`config.mk`:
```
export PLATFORM = sky130hd
export DESIGN_NAME = mist_dump_trig
export DESIGN_NICKNAME = d
export VERILOG_FILES = /design/src/rtl/mist_dump_pkg.sv /design/src/rtl/mist_dump_edge.sv /design/src/rtl/mist_dump_trig.sv
export SDC_FILE = /design/constraint.sdc
export NUM_CORES = 1
export LEC_CHECK = 0
export ABC_CLOCK_PERIOD_IN_PS = 2930
export BUFFER_PORTS_ARGS = -buffer_cell sky130_fd_sc_hd__buf_2
export CORE_MARGIN = 1.5
export CORE_UTILIZATION = 40
export DETAILED_ROUTE_END_ITERATION = 10
export REMOVE_ABC_BUFFERS = 1
export SYNTH_ARGS = -nofsm -noshare
export SYNTH_HDL_FRONTEND = slang
export SYNTH_SLANG_ARGS = --single-unit
```
`constraint.sdc`:
```
create_clock -name clk -period 2.93 [get_ports clk]
set_clock_uncertainty 0.05 [all_clocks]
set_input_delay 0.1465 -clock clk [delete_from_list [all_inputs] [get_ports clk]]
set_output_delay 0.1465 -clock clk [all_outputs]
set_load 0.05 [all_outputs]
```
`src/rtl/mist_dump_pkg.sv`:
```
// Shared types for the MiST frame-dump trigger.
// State encoding and frame-count width live here.
package mist_dump_pkg;

    localparam int FRAME_W = 32;

    typedef logic [FRAME_W-1:0] frame_t;

    localparam frame_t FRAME_MAX = '1;

    typedef enum logic [1:0] {
        ST_WAIT_DL = 2'd0,
        ST_ARMED   = 2'd1,
        ST_DUMP    = 2'd2,
        ST_DONE    = 2'd3
    } state_e;

    function automatic logic reached(input frame_t cnt, input frame_t lim);
        return cnt >= lim;
    endfunction

endpackage

```
`src/rtl/mist_dump_edge.sv`:
```
// Single-register input capture with rise/fall detect.
// Both flops reset to the idle level so release never fakes an edge.
module mist_dump_edge #(
    parameter logic RST_VAL = 1'b0
) (
    input  logic clk,
    input  logic rst,
    input  logic d_i,
    output logic rise_o,
    output logic fall_o
);

    logic cur_q;
    logic prev_q;

    always_ff @(posedge clk or posedge rst) begin
        if (rst) begin
            cur_q  <= RST_VAL;
            prev_q <= RST_VAL;
        end else begin
            cur_q  <= d_i;
            prev_q <= cur_q;
        end
    end

    assign rise_o = cur_q & ~prev_q;
    assign fall_o = ~cur_q & prev_q;

endmodule

```
`src/rtl/mist_dump_trig.sv`:
```
// Frame-window dump trigger: counts vsync frames and opens a dump
// window between START_FRAME and STOP_FRAME once the ROM is loaded.
import mist_dump_pkg::*;

module mist_dump_trig #(
    parameter logic [31:0] START_FRAME = 32'd0,
    parameter logic [31:0] STOP_FRAME  = 32'd0,
    parameter bit          WAIT_DL     = 1'b1,
    parameter logic [15:0] DL_GUARD    = 16'd1000
) (
    input  logic        clk,
    input  logic        rst,
    input  logic        vga_vs,
    input  logic        led,
    output frame_t      frame_cnt,
    output logic        dump_on,
    output logic        dump_start,
    output logic        dump_stop,
    output logic [1:0]  st
);

    localparam state_e ST_INIT = WAIT_DL ? ST_WAIT_DL : ST_ARMED;

    logic        vs_rise, vs_fall;
    logic        led_rise, led_fall;
    logic        led_done;
    logic        dl_abort;
    state_e      st_q, st_d;
    frame_t      frame_cnt_q;
    logic [15:0] guard_q;
    logic        dump_on_q, dump_start_q, dump_stop_q;

    mist_dump_edge #(.RST_VAL(1'b1)) u_vs_edge (
        .clk    (clk),
        .rst    (rst),
        .d_i    (vga_vs),
        .rise_o (vs_rise),
        .fall_o (vs_fall)
    );

    mist_dump_edge #(.RST_VAL(1'b0)) u_led_edge (
        .clk    (clk),
        .rst    (rst),
        .d_i    (led),
        .rise_o (led_rise),
        .fall_o (led_fall)
    );

    // led bounces right after power-up; ignore falls until the guard expires
    assign led_done = led_fall && (guard_q == DL_GUARD);
    assign dl_abort = WAIT_DL && led_rise &&
                      (st_q == ST_ARMED || st_q == ST_DUMP);

    always_comb begin
        st_d = st_q;
        if (dl_abort) begin
            st_d = ST_WAIT_DL;
        end else begin
            unique case (st_q)
                ST_WAIT_DL: if (led_done) st_d = ST_ARMED;
                ST_ARMED: begin
                    if (vs_fall && reached(frame_cnt_q, START_FRAME))
                        st_d = ST_DUMP;
                end
                ST_DUMP: begin
                    if (vs_fall && STOP_FRAME != 32'd0 &&
                        reached(frame_cnt_q, STOP_FRAME))
                        st_d = ST_DONE;
                end
                ST_DONE: st_d = ST_DONE;
                default: st_d = ST_INIT;
            endcase
        end
    end

    always_ff @(posedge clk or posedge rst) begin
        if (rst) begin
            st_q         <= ST_INIT;
            frame_cnt_q  <= '0;
            guard_q      <= '0;
            dump_on_q    <= 1'b0;
            dump_start_q <= 1'b0;
            dump_stop_q  <= 1'b0;
        end else begin
            st_q <= st_d;
            if (vs_fall && frame_cnt_q != FRAME_MAX)
                frame_cnt_q <= frame_cnt_q + 32'd1;
            if (guard_q != DL_GUARD)
                guard_q <= guard_q + 16'd1;
            dump_on_q    <= (st_d == ST_DUMP);
            dump_start_q <= (st_d == ST_DUMP) && !dump_on_q;
            dump_stop_q  <= (st_d != ST_DUMP) && dump_on_q;
        end
    end

    assign frame_cnt  = frame_cnt_q;
    assign dump_on    = dump_on_q;
    assign dump_start = dump_start_q;
    assign dump_stop  = dump_stop_q;
    assign st         = st_q;

endmodule

```
==> impl_metrics.env <==
export IMPL_grt_total_usage_pct=16.0
export IMPL_synth_top_family_by_area="simple AND/OR/NAND/NOR gates"
export IMPL_hold_viol_final=0
export IMPL_synth_xor_area_share_pct=11.7
export IMPL_synth_ff_type="dfrtp_1"
export IMPL_drc=0
export IMPL_layout_drive_gt1_share_pct=23.3
export IMPL_dp_final_hpwl_um=3980
export IMPL_clockBufferDepth=2
export IMPL_synth_warnings=0
export IMPL_diodes=0
export IMPL_status="finished, final reports clean"
export IMPL_viasPerCell=5.12
export IMPL_cap_violations=0
export IMPL_slew_viol_final=0
export IMPL_r2r_start="frame_cnt[2]$_DFFE_PP0P_"
export IMPL_fin_ws_ns=0.667
export IMPL_cp_max_fo=9
export IMPL_synth_edf_count=0
export IMPL_grt_pass1_vias=1971
export IMPL_tightest_slew_ns=0.595
export IMPL_post_drt_wl_per_cell_um=13.9
export IMPL_syn_avg_cell_area_um2=10.9
export IMPL_cts_tree="yes"
export IMPL_dieArea_um2=7440
export IMPL_place_ws_ns=0.687
export IMPL_worstHoldPathType="in -> async"
export IMPL_core_area_um2=6760
export IMPL_synth_compound_area_share_pct=7.27
export IMPL_irDropWorstVdd_mv=0.309
export IMPL_routed_wl_um=5460
export IMPL_postCtsSetupRepairBufs=0
export IMPL_ctsHoldBuffers=3
export IMPL_route_vias_total=2012
export IMPL_gp_congestion=0.803
export IMPL_root_buffer="clkbuf_8"
export IMPL_synthMuxAreaShare_pct=1.53
export IMPL_worstSetupPathType="reg -> reg"
export IMPL_clkTransAtPathRegs_ns=0.07
export IMPL_syn_to_final_growth_pct=20.2
export IMPL_yosysSeqAreaShare_pct=51.6
export IMPL_period_minus_slack_ns=2.26
export IMPL_synth_distinct_cells=48
export IMPL_synth_simple_area_share_pct=22.5
export IMPL_drt_pass1_iter_count=4
export IMPL_dieHeight_um=86.2
export IMPL_ctsHtreeMaxLevel=3
export IMPL_drt_iter0_drc=137
export IMPL_std_cell_rows=30
export IMPL_grt_max_degree=29
export IMPL_rr_endpoint="frame_cnt[30]$_DFFE_PP0P_"
export IMPL_synthCells=254
export IMPL_finalSetupViolCount=0
export IMPL_power_density_nw_per_um2=598
export IMPL_syn_cell_area_um2=2770
export IMPL_cts_sinks=57
export IMPL_ff2ff_path_depth=5
export IMPL_async_reset_ff_share_pct=100
export IMPL_synth_seq_cells=57
export IMPL_fillers=647
export IMPL_clk_latency_ns=0.34
export IMPL_final_cell_mix="dfrtp_1, buf_2, xnor2_1, nand3_1, nand2_1"
export IMPL_rsz0062_at_grt="false"
export IMPL_nNetsFinal=319
export IMPL_grt_first_pass_wirelength_um=9150
export IMPL_ioPinCount=41
export IMPL_antenna_found_initial=0
export IMPL_grt_ovfl_total=0
export IMPL_ant_nets=0
export IMPL_final_common_cell="dfrtp_1"
export IMPL_cts_resized=0
export IMPL_r2r_slack_ns=0.67
export IMPL_cts_buffers=9
export IMPL_p_leak_nw=1.58
export IMPL_slew_headroom_pct=60.0
export IMPL_numPortBuffers=40
export IMPL_tns_ns=0
export IMPL_yosys_area_share_adder_pct=3.16
export IMPL_crit_path_end_kind="flop"
export IMPL_post_route_period_util_pct=77.2
export IMPL_clock_fmax_mhz=442
export IMPL_required_ns=3.14
export IMPL_initial_core_util_pct=41.0
export IMPL_crit_path_start_kind="flop"
export IMPL_cp_arrival_ns=2.47
export IMPL_die_x_um=86.2
## cells by family (layout without fill, tap and decap cells)
group / Yosys count / in the layout
simple gates: 105 / 105
mux: 4 / 4
xor+xnor: 37 / 37
buf+inv: 15 / 74
compound gates: 29 / 29
fa+ha+maj: 7 / 7
flops: 57 / 57
## where the power goes
| group | internal (W) | total [W] | switching (W) | leakage, nW |
|---|---|---|---|---|
| logic | 0.0000703 | 0.000286 | 0.000216 | 0.713 |
| registers | 0.000830 | 0.000878 | 0.0000489 | 0.761 |
| clock network | 0.000503 | 0.000827 | 0.000325 | 0.105 |
## area by class of cell
cell class | instances | area (um2) | share of cell area [%]
well taps | 80 | 100 | 3.01
clock inverters | 6 | 91.3 | 2.74
inverters | 13 | 48.8 | 1.47
multi-input cells | 182 | 1280 | 38.4
flip-flops and latches | 57 | 1430 | 42.9
repair buffers | 45 | 245 | 7.36
clock buffers | 10 | 138 | 4.13
## metal layers
metal | share of wire, % | global-route usage, % | vias up
li1 | - | - | 1023
met1 | 48 | 20.5 | 943
met2 | 46 | 25.1 | 40
met3 | 4.9 | 6.57 | 6
met4 | 1.1 | 4.40 | 0
met5 | 0 | 0 | -
## through the flow
stage | area (um2) | util [%] | hold WS [ns] | cells | power (W)
global route | 3330 | 49.3 | 0.364 | 393 | 0.00208
finish | 3330 | 49.3 | 0.357 | 393 | 0.00199
detailed placement | 3070 | 45.5 | 0.199 | 374 | 0.00118
floorplan | 2760 | - | 0.101 | 252 | 0.00110
CTS | 3330 | 49.3 | 0.359 | 393 | 0.00202
global placement | 3070 | 45.5 | 0.193 | 374 | 0.00118
## how the worst max path moves through the flow
stage          slack (ns)                     start  cells past startpoint                         to
6_report             0.67  frame_cnt[2]$_DFFE_PP0P_                      5  frame_cnt[30]$_DFFE_PP0P_
5_1_grt              0.49  frame_cnt[2]$_DFFE_PP0P_                      5  frame_cnt[23]$_DFFE_PP0P_
4_1_cts              0.69  frame_cnt[2]$_DFFE_PP0P_                      5  frame_cnt[23]$_DFFE_PP0P_
3_5_place_dp         0.69  frame_cnt[2]$_DFFE_PP0P_                      5  frame_cnt[23]$_DFFE_PP0P_
3_3_place_gp         0.73  frame_cnt[2]$_DFFE_PP0P_                      5  frame_cnt[23]$_DFFE_PP0P_
2_1_floorplan        0.49  frame_cnt[2]$_DFFE_PP0P_                      5  frame_cnt[30]$_DFFE_PP0P_
## critical path: stages (launching register included)
cell	delay, ns
dfrtp_1	0.42
nand3_1	0.29
or4_4	0.65
or3_4	0.39
nor4_4	0.23
xor2_1	0.16
## sequential cells by signal (all words and copies together), names as in the netlist
signal and count:
frame_cnt 32, guard_q 16, st 2, dump_on 1, dump_start 1, dump_stop 1, u_led_edge.cur_q 1, u_led_edge.prev_q 1
u_vs_edge.cur_q 1, u_vs_edge.prev_q 1
## Yosys cell counts, types with 3 or more instances
library cell  count  area share (%)
dfrtp_1          55              50
xnor2_1          24             7.6
nand3_1          17             3.1
nand2_1          16             2.2
nor2_1           15             2.0
inv_1            13             1.8
xor2_1           13             4.1
nor3_1           12             2.2
a21oi_1           9             1.6
nand4_1           9             2.0
ha_1              7             3.2
nor4_1            7             1.6
nand3b_1          4             1.1
a21o_1            3            0.81
and2_1            3            0.68
and3_1            3            0.68
o21ai_0           3            0.54
No activity file was read; power rests on OpenSTA's default activity.
